[config.mk]
export PLATFORM = sky130hd
export DESIGN_NAME = demux4_stream
export DESIGN_NICKNAME = d
export VERILOG_FILES = /design/src/rtl/demux_pkg.sv /design/src/rtl/demux_fifo2.sv /design/src/rtl/demux4_stream.sv
export SDC_FILE = /design/constraint.sdc
export NUM_CORES = 1
export LEC_CHECK = 0
export ABC_AREA = 1
export ABC_CLOCK_PERIOD_IN_PS = 2300
export BUFFER_PORTS_ARGS = -buffer_cell sky130_fd_sc_hd__buf_2
export CAP_MARGIN = 20
export CORE_UTILIZATION = 29
export CTS_CLUSTER_SIZE = 12
export DETAILED_ROUTE_END_ITERATION = 10
export GPL_TIMING_DRIVEN = 0
export PLACE_DENSITY = 0.5
export RECOVER_POWER = 25
export SLEW_MARGIN = 20
export SYNTH_ARGS = -nofsm -noshare
export SYNTH_HDL_FRONTEND = slang
export SYNTH_HIERARCHICAL = 1
export SYNTH_SLANG_ARGS = --single-unit
[constraint.sdc]
create_clock -name clk -period 2.3 [get_ports clk]
set_clock_uncertainty 0.05 [all_clocks]
set_input_delay 0.115 -clock clk [delete_from_list [all_inputs] [get_ports clk]]
set_output_delay 0.115 -clock clk [all_outputs]
set_load 0.01 [all_outputs]
[src/rtl/demux_pkg.sv]
// Shared definitions for the 4-channel stream demultiplexer and its per-channel FIFOs.
package demux_pkg;

  localparam int NUM_CH     = 4;
  localparam int FIFO_DEPTH = 2;
  localparam int CNT_W      = 16;

  typedef enum logic [1:0] {
    EMPTY = 2'd0,
    ONE   = 2'd1,
    FULL  = 2'd2
  } ch_state_t;

endpackage

[src/rtl/demux_fifo2.sv]
// Two-entry channel FIFO: slot 0 is the head presented to the consumer, slot 1 the tail.
module demux_fifo2
  import demux_pkg::*;
#(
  parameter int DATA_W = 32
) (
  input  logic              clk,
  input  logic              reset,
  input  logic              push,
  input  logic              pop,
  input  logic [DATA_W-1:0] push_data,
  output logic              full,
  output logic              empty,
  output logic [DATA_W-1:0] head_data
);

  ch_state_t         state;
  logic [DATA_W-1:0] mem [FIFO_DEPTH];

  // A push into a FULL channel only lands when the head leaves in the same cycle.
  always_ff @(posedge clk or posedge reset) begin
    if (reset) begin
      state  <= EMPTY;
      mem[0] <= '0;
      mem[1] <= '0;
    end else begin
      case (state)
        EMPTY: begin
          if (push) begin
            mem[0] <= push_data;
            state  <= ONE;
          end
        end
        ONE: begin
          if (push && pop) begin
            mem[0] <= push_data;
          end else if (push) begin
            mem[1] <= push_data;
            state  <= FULL;
          end else if (pop) begin
            state  <= EMPTY;
          end
        end
        FULL: begin
          if (pop) begin
            mem[0] <= mem[1];
            if (push) mem[1] <= push_data;
            else      state  <= ONE;
          end
        end
        default: state <= EMPTY;
      endcase
    end
  end

  assign full      = (state == FULL);
  assign empty     = (state == EMPTY);
  assign head_data = mem[0];

endmodule

[src/rtl/demux4_stream.sv]
// Routes one valid/ready input stream to four independently buffered output channels.
// Build option: define DEMUX4_STREAM_STATS_EN to add per-channel saturating pop counters (xfer_count).
module demux4_stream
  import demux_pkg::*;
#(
  parameter int DATA_W = 32
) (
  input  logic                    clk,
  input  logic                    reset,
  input  logic                    in_valid,
  output logic                    in_ready,
  input  logic [1:0]              in_select,
  input  logic [DATA_W-1:0]       in_data,
  output logic [NUM_CH-1:0]       out_valid,
  input  logic [NUM_CH-1:0]       out_ready,
  output logic [DATA_W-1:0]       out_data0,
  output logic [DATA_W-1:0]       out_data1,
  output logic [DATA_W-1:0]       out_data2,
  output logic [DATA_W-1:0]       out_data3
`ifdef DEMUX4_STREAM_STATS_EN
  ,
  output logic [NUM_CH*CNT_W-1:0] xfer_count
`endif
);

  logic [NUM_CH-1:0] full;
  logic [NUM_CH-1:0] empty;
  logic [NUM_CH-1:0] push;
  logic [NUM_CH-1:0] pop;
  logic [DATA_W-1:0] head [NUM_CH];

  // A full channel still accepts when its consumer drains the head this same cycle.
  assign in_ready = !full[in_select] || out_ready[in_select];

  for (genvar k = 0; k < NUM_CH; k++) begin : g_ch
    assign push[k] = in_valid && in_ready && (in_select == k[1:0]);
    assign pop[k]  = out_ready[k] && !empty[k];

    demux_fifo2 #(.DATA_W(DATA_W)) u_fifo (
      .clk       (clk),
      .reset     (reset),
      .push      (push[k]),
      .pop       (pop[k]),
      .push_data (in_data),
      .full      (full[k]),
      .empty     (empty[k]),
      .head_data (head[k])
    );
  end

  assign out_valid = ~empty;
  assign out_data0 = head[0];
  assign out_data1 = head[1];
  assign out_data2 = head[2];
  assign out_data3 = head[3];

`ifdef DEMUX4_STREAM_STATS_EN
  logic [NUM_CH*CNT_W-1:0] cnt_q;

  always_ff @(posedge clk or posedge reset) begin
    if (reset) begin
      cnt_q <= '0;
    end else begin
      for (int k = 0; k < NUM_CH; k++) begin
        if (pop[k] && (cnt_q[k*CNT_W +: CNT_W] != {CNT_W{1'b1}}))
          cnt_q[k*CNT_W +: CNT_W] <= cnt_q[k*CNT_W +: CNT_W] + 1'b1;
      end
    end
  end

  assign xfer_count = cnt_q;
`endif

endmodule

* Word-level counts from Yosys, hierarchy flattened
Cells that the tools add are included.
Storage, ports and cells: input port bits 41, register bits after elaboration 264, word-level logic and storage cells 153, output and inout bits 133
Cells by class: reductions and logical operators 44, multiplexer cells 60, eq/ne operators 35, magnitude comparators 1, bitwise gates (word level) 1
Operators by type and width (count):
- 32-bit two-way mux | 16
- 32-bit one-hot mux with 3 select lines | 4
- 64-bit two-way mux | 4
- 32-bit one-hot mux with 2 select lines | 4
- 2-bit two-way mux | 24
- 2-bit by 1-bit != test with 1-bit output (second input constant) | 12
- 2-bit one-hot mux with 3 select lines | 4
- 5-bit AND reduction | 4
- 2-bit != test (second input constant) | 8
- 4-bit AND reduction | 4
- 1-bit logical AND | 13
- 2-bit equality test (second input constant) | 6
- 3-bit by 1-bit != test with 1-bit output (second input constant) | 4
- 3-bit AND reduction | 4
- 3-bit nonzero test | 4
- 2-bit by 1-bit equality test with 1-bit output (second input constant) | 5
- 2-bit logical NOT | 5
- 2-bit nonzero test | 4
- 1-bit logical NOT | 5
- 1-bit binary-select mux with 2-bit select | 2
- 4-bit inverter | 1
- 2-bit by 3-bit less-than comparator with 1-bit output (second input constant) | 1
- 1-bit two-way mux | 2
- 1-bit logical OR | 1

* Depth between registers and ports, before layout
Gate-level depths: netlist of run 1.
depth in word-level cells 10, mapped depth 18, gate-level depth less buffers 16

* Modules after synthesis
Netlist of run 1, hierarchy kept.
Modules (own cells, without submodules):
- demux_fifo2 | instances 4, area an instance 3251.9 sq um, cells each 432, sequential area each 1651.6 sq um
- demux4_stream | instances 1, area an instance 178.9 sq um, cells each 42, sequential area each 0.0 sq um

* Least setup slack after synthesis of run 1
OpenSTA, ideal clock, no wires.
kind reg2reg, from reg g_ch[3].u_fifo.state[1], to reg g_ch[3].u_fifo/mem[10] (netlist name), clock period less this slack 2.124 ns, data arrival time 1.957 ns, slack 0.176 ns, buffers on the path 2, setup time 0.117 ns, data required time 2.133 ns, cell stages (with the launch flop) 19, cells stage by stage dfrtp_1 inv_2 nor2_4 buf_2 nand2_1 nand2_1 nand2_1 nand2_1 nand2_2 nand2_2 nor2_1 inv_1 nor2_1 nand2_1 nand2_2 nand2_2 buf_6 nand2_1 nand2_1
Between the ends: cells in the longest elaborated chain, start to end 10, elaborated cells between the ends (all ways) 20, classes of those cells eq/ne: 4; mux: 6; reduce/logical: 10
Ends and longest elaborated chain:
- start: declaration | RTL line demux_fifo2.sv:17 | ch_state_t state;
- start signal: assignment | RTL line demux_fifo2.sv:23 | state <= EMPTY;
- start signal: assignment | RTL line demux_fifo2.sv:31 | state <= ONE;
- start signal: assignment | RTL line demux_fifo2.sv:39 | state <= FULL;
- 2-bit equality test * | RTL line demux_fifo2.sv:56 | assign full = (state == FULL);
- via full[3] | RTL line demux4_stream.sv:26 | logic [NUM_CH-1:0] full;
- 1-bit binary-select mux with 2-bit select * | RTL line demux4_stream.sv:33 | assign in_ready = !full[in_select] || out_ready[in_select];
- 1-bit two-way mux (not written as such) * | RTL line demux4_stream.sv:33
- 1-bit logical NOT * | RTL line demux4_stream.sv:33
- 1-bit logical OR * | RTL line demux4_stream.sv:33
- via in_ready | RTL line demux4_stream.sv:11 | output logic in_ready,
- 1-bit logical AND * (2 in series) | RTL line demux4_stream.sv:36 | assign push[k] = in_valid && in_ready && (in_select == k[1:0]);
- via push[3] | RTL line demux4_stream.sv:28 | logic [NUM_CH-1:0] push;
- 32-bit two-way mux / 1-bit logical AND (equally long branches)
- 64-bit two-way mux, or another cell as far along
- 32-bit one-hot mux with 2 select lines / 3-bit AND reduction (equally long branches)
- end: declaration | RTL line demux_fifo2.sv:18 | logic [DATA_W-1:0] mem [FIFO_DEPTH];
The timed path passes the listed nets; every way through them passes the cells marked *. The select of a mux whose other input is x is not followed. A chain may end at the register's enable or synchronous reset.

* Worst setup path in the final report of run 1
from reg g_ch[3].u_fifo.state[0], to reg g_ch[2].u_fifo.state[1]
Between the ends: cells in the longest elaborated chain, start to end 10, elaborated cells between the ends (all ways) 16, classes of those cells eq/ne: 5; mux: 5; reduce/logical: 6
Ends and longest elaborated chain:
- 2-bit equality test * | RTL line demux_fifo2.sv:56
- via full[3] | RTL line demux4_stream.sv:26
- 1-bit binary-select mux with 2-bit select * | RTL line demux4_stream.sv:33
- 1-bit two-way mux (not written as such) * | RTL line demux4_stream.sv:33
- 1-bit logical NOT * | RTL line demux4_stream.sv:33
- 1-bit logical OR * | RTL line demux4_stream.sv:33
- 1-bit logical AND * (2 in series) | RTL line demux4_stream.sv:36
- via push[2] | RTL line demux4_stream.sv:28
- 2-bit two-way mux / 1-bit logical AND (equally long branches) | RTL line demux_fifo2.sv:37, demux_fifo2.sv:35
- 2-bit two-way mux / 2-bit != test (equally long branches)
- 2-bit one-hot mux with 3 select lines / 5-bit AND reduction (equally long branches)
- end signal: assignment | RTL line demux_fifo2.sv:31
- end signal: assignment | RTL line demux_fifo2.sv:39
- end signal: assignment | RTL line demux_fifo2.sv:41 | state <= EMPTY;
- end: declaration | RTL line demux_fifo2.sv:17
Marks and branches as above.

==> run_results.csv, run 1 <==
group,metric,value,unit
worst_setup_path,cp.depth,12,
die,io_pins,174,
cts,clock_latency,0.58,ns
worst_setup_path,path_common_cell,"nand2_1",
power,peakVddDrop,459,µV
die,start_util,29.6,%
cells_and_area,finalNonFillerCells,2655,
worst_setup_path,cp-startpoint,"g_ch[3].u_fifo/state[0]",
die,rows,77,
power,p_total,21.9,mW
routing,drtIter0Drc,889,
worst_setup_path,cp-start-kind,"flip-flop",
worst_setup_path,max_stage_delay,0.56,ns
worst_setup_path,endpoint_kind,"flip-flop",
timing,fin_setup_tns,0,ns
worst_setup_path,rr_worst_depth,12,
worst_setup_path,path_buf_inv,2,
yosys,synth.area.top_cells,"dfrtp_1, nand2_1, buf_4",
worst_setup_path,r2r_end,"g_ch[2].u_fifo/state[1]",
cells_and_area,seqCellArea,6620,µm²
hold_path,hold_path.class,"in -> async",
routing,detail-route-antenna-nets,0,
placed_design,dpl.hpwl,29000,µm
yosys,synth_cells,1770,
cts,numCtsBuffers,31,
routing,vias,11700,
yosys,synth_seq_cells,264,
die,die_w,215,µm
global_routing,antenna_found_initial,0,
timing,hold_viol,0,
placed_design,preCtsSetupSlack,-0.820,ns
cells_and_area,multiInputGateArea,5110,µm²
cells_and_area,final_cell_mix,"nand2_1, dfrtp_1, buf_2",
cells_and_area,fin_util,37.6,%
timing,period_share,95.1,%
flow_run,max_cap_viol_count,0,
die,die_y,215,µm
cts,cts_tree,"yes",
timing,maxSlewHeadroom,34.0,%
yosys,synth_top_area_share,50.1,%
cells_and_area,drive_above_1_share,23.9,%
outcome,status,"finished, final reports clean",
worst_setup_path,r2r_start,"g_ch[3].u_fifo/state[0]",
worst_setup_path,arrival,2.57,ns
cells_and_area,num-fill-cells,4840,
die,coreArea,44500,µm²
global_routing,grt_usage,17.6,%
yosys,synth_cell_types,17,
timing,maxSlewViolCount,0,
yosys,synth_top_area_cell,"dfrtp_1",
yosys,avgSynthCellArea,7.45,µm²
cells_and_area,nNetsFinal,2085,
yosys,ys_seq_area_share,50.1,%
cts,clock-root-buffer,"clkbuf_16",
worst_setup_path,worst-setup-path-type,"reg -> reg",
cells_and_area,syn2layout_area_growth,26.9,%
global_routing,grt_max_degree,53,
cts,htreeDepth,1,
worst_setup_path,crit_family,"simple AND/OR/NAND/NOR gates",
global_routing,grt_overflow,0,
routing,drc,0,
timing,post-route-min-period,2.19,ns
worst_setup_path,crit_chain,"nor2_4 -> buf_8 -> nand2_1 -> nand2_1 -> nand2_1 -> nand2_1 -> nand2_2 -> nand2_4 -> nor2_4 -> nand2_1 -> dlygate4sd3_1 -> nand3_1",
yosys,ys_warn_count,6,
placed_design,portBuffers,172,
cells_and_area,insertedDiodeCount,0,
power,p_leak,9.46,nW
global_routing,grt_pass1_vias,11400,
routing,via_per_inst,4.42,
routing,wire_per_inst,15.3,µm
timing,setup_viol,0,
cts,cts.sinks,264,
routing,wl,40600,µm
placed_design,place_inst,2538,
timing,tightest_slew,0.985,ns
worst_setup_path,reg2reg_slack,0.11,ns
global_routing,grt_pass1_wl,64400,µm
worst_setup_path,cp_max_fo,4,
cells_and_area,layout.cells.most_common,"nand2_1",
placed_design,place_congestion,0.845,
yosys,syn_nets,1811,
routing,firstDrtPassIters,5,
timing,finalWorstSetupSlack,0.113,ns
worst_setup_path,crit_end,"g_ch[2].u_fifo/state[1]",
die,die_area,46300,µm²
worst_setup_path,crit_required,2.68,ns
worst_setup_path,cp_slowest_cell,"dlygate4sd3_1",
yosys,synth_area,13200,µm²
power,power_density,1310,nW/µm²
cts,path_clk_slew,0.06,ns
cts,cts_buffer_depth,3,
timing,max_freq,457,MHz
worst min-delay path by stage:
| stage | from | end | slack, ns | cells past startpoint |
|---|---|---|---|---|
| after floorplan | in_data[0] | g_ch[0].u_fifo/mem[0] | 0.21 | 2 |
| after global placement | g_ch[0].u_fifo/mem[9] | g_ch[0].u_fifo/mem[9] | 0.40 | 2 |
| after detailed placement | reset | g_ch[3].u_fifo/head_data[13] | 0.1 | 2 |
| after CTS | reset | g_ch[0].u_fifo/head_data[31] | 0.05 | 3 |
| after global routing | reset | g_ch[0].u_fifo/head_data[1] | 0.30 | 3 |
| final | reset | g_ch[3].u_fifo/head_data[13] | 0.24 | 3 |
where the power goes:
group | internal (mW) | leakage [nW] | switching, mW | total (mW)
logic | 3.96 | 5.68 | 4.71 | 8.68
registers | 6.92 | 3.29 | 1.38 | 8.30
clock network | 2.98 | 0.493 | 1.96 | 4.94
kinds of logic after synthesis:
| family | after synthesis | share of synthesized area [%] |
|---|---|---|
| DFF | 264 | 50.1 |
| xor gates and xnor gates | 4 | 0.266 |
| buffers and inverters | 248 | 11.9 |
| and+or+nand+nor | 1238 | 37.1 |
| AOI/OAI and AO/OA | 16 | 0.607 |
synthesized netlist by cell type:
cell	n
xor2_1	4
nand2_1	1055
nor2_4	4
inv_2	14
inv_1	21
o21ai_0	12
buf_4	128
nor2_1	24
buf_6	13
clkbuf_1	16
nand3_1	139
nand2_2	14
buf_1	4
nor2_2	2
dfrtp_1	264
buf_2	52
o21ai_1	4
tightest hold or removal path, cell delays in order:
cell	delay, ns
dlygate4sd3_1	0.54
clkbuf_1	0.17
clkinvlp_2	0.52
cell type report:
cell class              instances  share of cell area, %
flip-flops and latches        264                   39.5
multi-input cells            1258                   30.5
repair buffers                247                   9.65
plain buffers                 207                   8.96
well taps                     592                   4.43
clock buffers                  45                   5.31
inverters                      35                  0.875
clock inverters                 7                  0.703
registers in the layout, indices dropped and copies added (netlist names):
register,count
g_ch.u_fifo/head_data,128
g_ch.u_fifo/mem,128
g_ch.u_fifo/state,8
per-stage QoR:
stage	hold slack, ns	area [µm²]
4_1_cts	0.0455	16600
5_1_grt	0.300	16700
6_report	0.238	16700
3_3_place_gp	0.404	14800
3_5_place_dp	0.0963	14900
2_1_floorplan	0.210	13200
repair_timing:
action,CTS,global route
gates cloned,0,1
buffers inserted,16,13
hold buffers,41,0
setup endpoints to repair,257,243
hold endpoints to repair,524,0
pin swaps,7,15
resized for setup,38,45
layer usage:
metal / wire length, µm / vias up / share of wire [%] / track usage (%)
li1: - / 5840 / - / -
met1: 18900 / 5513 / 47 / 24.4
met2: 18600 / 323 / 46 / 27.9
met3: 2020 / 59 / 5.0 / 2.63
met4: 1070 / 0 / 2.6 / 5.53
met5: 0 / - / 0 / 0
Power figures use the tool's default switching activity.
==> inputs of run 2 (changes only) <==
--- a/config.mk
+++ b/config.mk
@@ -9,6 +9,7 @@
 export ABC_CLOCK_PERIOD_IN_PS = 2300
 export BUFFER_PORTS_ARGS = -buffer_cell sky130_fd_sc_hd__buf_2
 export CAP_MARGIN = 20
+export CORE_ASPECT_RATIO = 0.9
 export CORE_UTILIZATION = 29
 export CTS_CLUSTER_SIZE = 12
 export DETAILED_ROUTE_END_ITERATION = 10
==> run_results.csv, run 2 (synthesized netlist as in run 1, its figures left out) <==
group,metric,value,unit
outcome,status,"finished, final reports clean",
timing,maxSlewViolCount,0,
die,io_pins,174,
power,power_density,1300,nW/µm²
hold_path,hold_depth,5,
timing,fin_setup_tns,0,ns
cts,cts.sinks,264,
hold_path,hp-start,"in_select[1]",
worst_setup_path,max_stage_delay,0.43,ns
worst_setup_path,endpoint_kind,"flip-flop",
die,coreArea,44500,µm²
worst_setup_path,cp_max_fo,5,
placed_design,portBuffers,172,
worst_setup_path,rr_worst_depth,15,
die,die_area,46300,µm²
routing,vias,11700,
cells_and_area,fin_util,37.5,%
die,rows,73,
placed_design,dpl.hpwl,29400,µm
routing,drtIter0Drc,725,
cts,cts_tree,"yes",
routing,wire_per_inst,15.6,µm
global_routing,grt_overflow,0,
global_routing,grt_max_degree,53,
cells_and_area,syn2layout_area_growth,26.4,%
flow_run,max_cap_viol_count,0,
global_routing,grt_pass1_vias,11200,
timing,period_share,92.3,%
cells_and_area,nNetsFinal,2083,
placed_design,preCtsSetupSlack,-0.683,ns
routing,via_per_inst,4.40,
worst_setup_path,crit_required,2.70,ns
routing,wl,41400,µm
worst_setup_path,r2r_end,"g_ch[1].u_fifo/head_data[19]",
timing,rsz0062_at_grt,"false",
hold_path,hold-path-endpoint,"g_ch[2].u_fifo/state[0]",
worst_setup_path,r2r_start,"g_ch[3].u_fifo/state[0]",
die,die_w,227,µm
worst_setup_path,path_common_cell,"nand2_1",
die,die_y,204,µm
cts,clock_latency,0.56,ns
cells_and_area,final_cell_mix,"nand2_1, dfrtp_1, buf_2",
timing,finalWorstSetupSlack,0.177,ns
cells_and_area,drive_above_1_share,24.0,%
worst_setup_path,cp-start-kind,"flip-flop",
timing,hold_viol,0,
timing,maxSlewHeadroom,19.1,%
power,p_leak,9.43,nW
timing,max_freq,471,MHz
global_routing,grt_pass1_wl,63900,µm
timing,tightest_slew,1.21,ns
routing,detail-route-antenna-nets,0,
global_routing,grt_usage,17.9,%
worst_setup_path,arrival,2.53,ns
cts,path_clk_slew,0.06,ns
global_routing,antenna_found_initial,1,
cells_and_area,insertedDiodeCount,0,
placed_design,place_congestion,0.813,
worst_setup_path,reg2reg_slack,0.18,ns
worst_setup_path,crit_chain,"nor2_4 -> nand2_1 -> nand2_1 -> nand2_1 -> nand2_1 -> nand2_2 -> nand2_4 -> nor2_4 -> inv_1 -> o21ai_2 -> nand2_4 -> inv_6 -> buf_4 -> nand2_1 -> nand2_1",
cells_and_area,layout.cells.most_common,"nand2_1",
timing,post-route-min-period,2.12,ns
hold_path,hold_path.class,"in -> reg",
routing,firstDrtPassIters,5,
cts,clock-root-buffer,"clkbuf_16",
worst_setup_path,worst-setup-path-type,"reg -> reg",
timing,setup_viol,0,
worst_setup_path,cp_slowest_cell,"dfrtp_1",
cts,htreeDepth,1,
cts,cts_buffer_depth,3,
routing,drc,0,
die,start_util,29.6,%
power,p_total,21.6,mW
cts,numCtsBuffers,29,
power,peakVddDrop,617,µV
[run 2: layout make-up]
type                       instances  area (µm²)
inverter                          35         146
sequential                       264        6610
buffer                           209        1540
clock inverter                     9        97.6
clock buffer                      41         821
tap                              600         751
fill                            4778       27800
multi-input combinational       1258        5120
timing repair buffer             245        1580
[run 2: what timing repair did]
| item | in CTS | in global routing |
|---|---|---|
| cloned | 0 | 2 |
| buffers inserted | 12 | 17 |
| pin swaps | 8 | 18 |
| hold buffers | 38 | 0 |
| endpoints found under the hold margin | 511 | 0 |
| gates resized for setup | 47 | 51 |
| setup endpoints to repair | 258 | 244 |
[run 2: power by group]
part,internal [mW],total [mW],switching (mW)
clock network,2.68,4.63,1.95
logic,3.99,8.71,4.73
registers,6.92,8.30,1.38
[run 2: worst max path at each step]
stage	slack, ns	to	startpoint	cells after the start
finish	0.18	g_ch[1].u_fifo/head_data[19]	g_ch[3].u_fifo/state[0]	15
floorplan	0.18	g_ch[3].u_fifo/mem[10]	g_ch[3].u_fifo/state[1]	18
detailed placement	-0.68	g_ch[3].u_fifo/head_data[10]	g_ch[3].u_fifo/state[1]	17
global placement	-0.82	g_ch[0].u_fifo/head_data[22]	reset	2
CTS	-0.006	g_ch[3].u_fifo/mem[27]	g_ch[0].u_fifo/state[1]	18
global route	0.02	g_ch[2].u_fifo/mem[29]	g_ch[0].u_fifo/state[1]	17
[run 2: worst max-delay path: cells and delay by family, from the launching register on]
family | cells | cell delay [ns]
flops | 1 | 0.43
simple gates | 11 | 1.09
buf+inv | 3 | 0.32
compound gates | 1 | 0.08
[run 2: through the flow]
stage / hold WS, ns / cells / instance area [µm²]
floorplan: 0.210 / 1770 / 13200
global placement: 0.403 / 2542 / 14800
detailed placement: 0.0963 / 2546 / 14900
CTS: 0.00200 / 2646 / 16400
global route: 0.0610 / 2661 / 16700
finish: 0.0455 / 2661 / 16700
[run 2: layer usage]
metal  track usage, %  vias to the layer above  routed length [µm]
met5                0                        -                  13
met4             4.30                        2                 982
met3             3.15                       63                2120
met2             28.2                      288               18500
met1             25.4                     5517               19800
li1                 -                     5828                   -
==> inputs of run 3 (changes only) <==
--- a/config.mk
+++ b/config.mk
@@ -10,11 +10,11 @@
 export BUFFER_PORTS_ARGS = -buffer_cell sky130_fd_sc_hd__buf_2
 export CAP_MARGIN = 20
 export CORE_ASPECT_RATIO = 0.9
-export CORE_UTILIZATION = 29
+export CORE_UTILIZATION = 25
 export CTS_CLUSTER_SIZE = 12
 export DETAILED_ROUTE_END_ITERATION = 10
 export GPL_TIMING_DRIVEN = 0
-export PLACE_DENSITY = 0.5
+export PLACE_DENSITY = 0.45
 export RECOVER_POWER = 25
 export SLEW_MARGIN = 20
 export SYNTH_ARGS = -nofsm -noshare
==> constraint.sdc (replaced) <==
create_clock -name clk -period 2.3 [get_ports clk]
set_clock_uncertainty 0.05 [all_clocks]
set_input_delay 0.115 -clock clk [delete_from_list [all_inputs] [get_ports clk]]
set_output_delay 0.115 -clock clk [all_outputs]
set_load 0.1 [all_outputs]
==> run_results.csv, run 3 (synthesized netlist as in run 1, its figures left out) <==
group,metric,value,unit
cells_and_area,syn2layout_area_growth,28.8,%
worst_setup_path,reg2reg_slack,0.09,ns
outcome,status,"finished, final reports clean",
cells_and_area,nNetsFinal,2082,
timing,setup_viol,0,
routing,detail-route-antenna-nets,0,
global_routing,grt_usage,15.7,%
placed_design,dpl.hpwl,30400,µm
placed_design,place_congestion,0.820,
global_routing,grt_pass1_vias,11200,
hold_path,hp-start,"in_valid",
cells_and_area,multiInputGateArea,5140,µm²
routing,firstDrtPassIters,7,
timing,period_share,96.0,%
hold_path,hold-path-endpoint,"g_ch[2].u_fifo/state[0]",
hold_path,hold_depth,5,
timing,rsz0062_at_grt,"true",
worst_setup_path,r2r_end,"g_ch[1].u_fifo/head_data[29]",
cts,clock_latency,0.53,ns
placed_design,preCtsSetupSlack,-0.739,ns
timing,max_freq,453,MHz
global_routing,grt_pass1_wl,65200,µm
routing,wire_per_inst,15.2,µm
global_routing,grt_max_degree,54,
cts,cts_tree,"yes",
die,rows,79,
die,die_area,53700,µm²
die,die_y,220,µm
timing,hold_viol,0,
worst_setup_path,endpoint_kind,"flip-flop",
worst_setup_path,arrival,2.57,ns
worst_setup_path,r2r_start,"g_ch[0].u_fifo/state[0]",
cts,path_clk_slew,0.06,ns
global_routing,grt_overflow,0,
worst_setup_path,crit_required,2.66,ns
cells_and_area,insertedDiodeCount,0,
worst_setup_path,cp_max_fo,7,
timing,finalWorstSetupSlack,0.0916,ns
cells_and_area,seqCellArea,6620,µm²
cells_and_area,num-fill-cells,5614,
routing,drtIter0Drc,766,
timing,maxSlewHeadroom,39.0,%
die,die_w,244,µm
worst_setup_path,worst-setup-path-type,"reg -> reg",
cts,numCtsBuffers,34,
die,start_util,25.4,%
timing,tightest_slew,0.910,ns
worst_setup_path,rr_worst_depth,16,
cts,cts_buffer_depth,3,
timing,post-route-min-period,2.21,ns
cts,clock-root-buffer,"clkbuf_16",
cells_and_area,drive_above_1_share,24.7,%
routing,wl,41900,µm
timing,maxSlewViolCount,0,
routing,drc,0,
global_routing,antenna_found_initial,0,
hold_path,hold_path.class,"in -> reg",
cts,cts.sinks,264,
cts,htreeDepth,2,
placed_design,portBuffers,172,
routing,vias,11600,
die,io_pins,174,
flow_run,max_cap_viol_count,0,
routing,via_per_inst,4.21,
cells_and_area,final_cell_mix,"nand2_1, dfrtp_1, buf_2",
cells_and_area,layout.cells.most_common,"nand2_1",
die,coreArea,51900,µm²
worst_setup_path,cp-start-kind,"flip-flop",
-- run 3: cell count changes in the layout (fill, tap and decap cells not counted), sizes merged --
cell         previous run  this run
dlygate4sd3            38        36
buf                   391       385
inv                    31        32
clkbuf                 66        72
clkinv                  6         8
-- run 3: what timing repair did --
| item | CTS | global route |
|---|---|---|
| hold endpoints to repair | 485 | 0 |
| pin swaps | 8 | 17 |
| gates resized for setup | 44 | 50 |
| setup endpoints to repair | 258 | 244 |
| cloned | 0 | 3 |
| hold buffers | 36 | 0 |
| setup buffers | 12 | 9 |
-- run 3: how the worst max path moves through the flow --
stage | start | endpoint | slack, ns | cells past startpoint
floorplan | g_ch[3].u_fifo/state[1] | g_ch[3].u_fifo/mem[10] | -0.02 | 18
global placement | reset | g_ch[0].u_fifo/head_data[25] | -0.83 | 2
finish | g_ch[0].u_fifo/state[0] | g_ch[1].u_fifo/head_data[29] | 0.09 | 16
CTS | g_ch[0].u_fifo/state[1] | g_ch[1].u_fifo/head_data[6] | -0.01 | 17
global route | g_ch[3].u_fifo/state[1] | g_ch[0].u_fifo/mem[28] | -0.06 | 18
detailed placement | g_ch[3].u_fifo/state[1] | g_ch[1].u_fifo/head_data[6] | -0.74 | 17
-- run 3: per-layer routing --
metal	global-route usage (%)	share of wire (%)	vias to the layer above
met5	0	0	-
met4	5.54	2.4	0
met3	2.46	4.1	51
met2	24.6	45	227
met1	21.9	48	5448
li1	-	-	5843
-- run 3: worst max-delay path: stages (launching register included) --
cell and delay (ns):
dfrtp_2 0.44, nor2_4 0.16, buf_6 0.12, nand2_2 0.04, nand2_1 0.06, nand2_1 0.06, nand2_2 0.11, nand2_8 0.07
nand2_8 0.11, nor2_4 0.05, inv_1 0.08, o21ai_1 0.07, nand2_2 0.23, inv_8 0.11, buf_8 0.15, nand2_1 0.09
nand2_1 0.06
-- run 3: through the flow --
step / hold slack [ns] / TNS (ns) / util, % / cell area [µm²] / std cells
6_report: 0.0259 / 0 / 32.7 / 17000 / 2750
3_3_place_gp: 0.404 / -264.03 / 28.8 / 14900 / 2630
4_1_cts: 0.0165 / -0.0404 / 32.2 / 16700 / 2739
5_1_grt: 0.0318 / -1.06 / 32.7 / 17000 / 2750
2_1_floorplan: 0.210 / -2.55 / - / 13200 / 1770
3_5_place_dp: 0.0813 / -106.03 / 29.0 / 15000 / 2634
-- run 3: area by class of cell --
| type | instances | area share (%) |
|---|---|---|
| Sequential cell | 264 | 39.0 |
| Multi-Input combinational cell | 1258 | 30.3 |
| Timing Repair Buffer | 236 | 9.23 |
| Buffer | 212 | 9.20 |
| Clock buffer | 45 | 5.67 |
| Tap cell | 688 | 5.07 |
| Inverter | 35 | 0.877 |
| Clock inverter | 12 | 0.707 |
Power of run 3 is left out: the tool's default activity adds up to more than one toggle a clock period on the data nets, which glitch-free logic cannot reach.
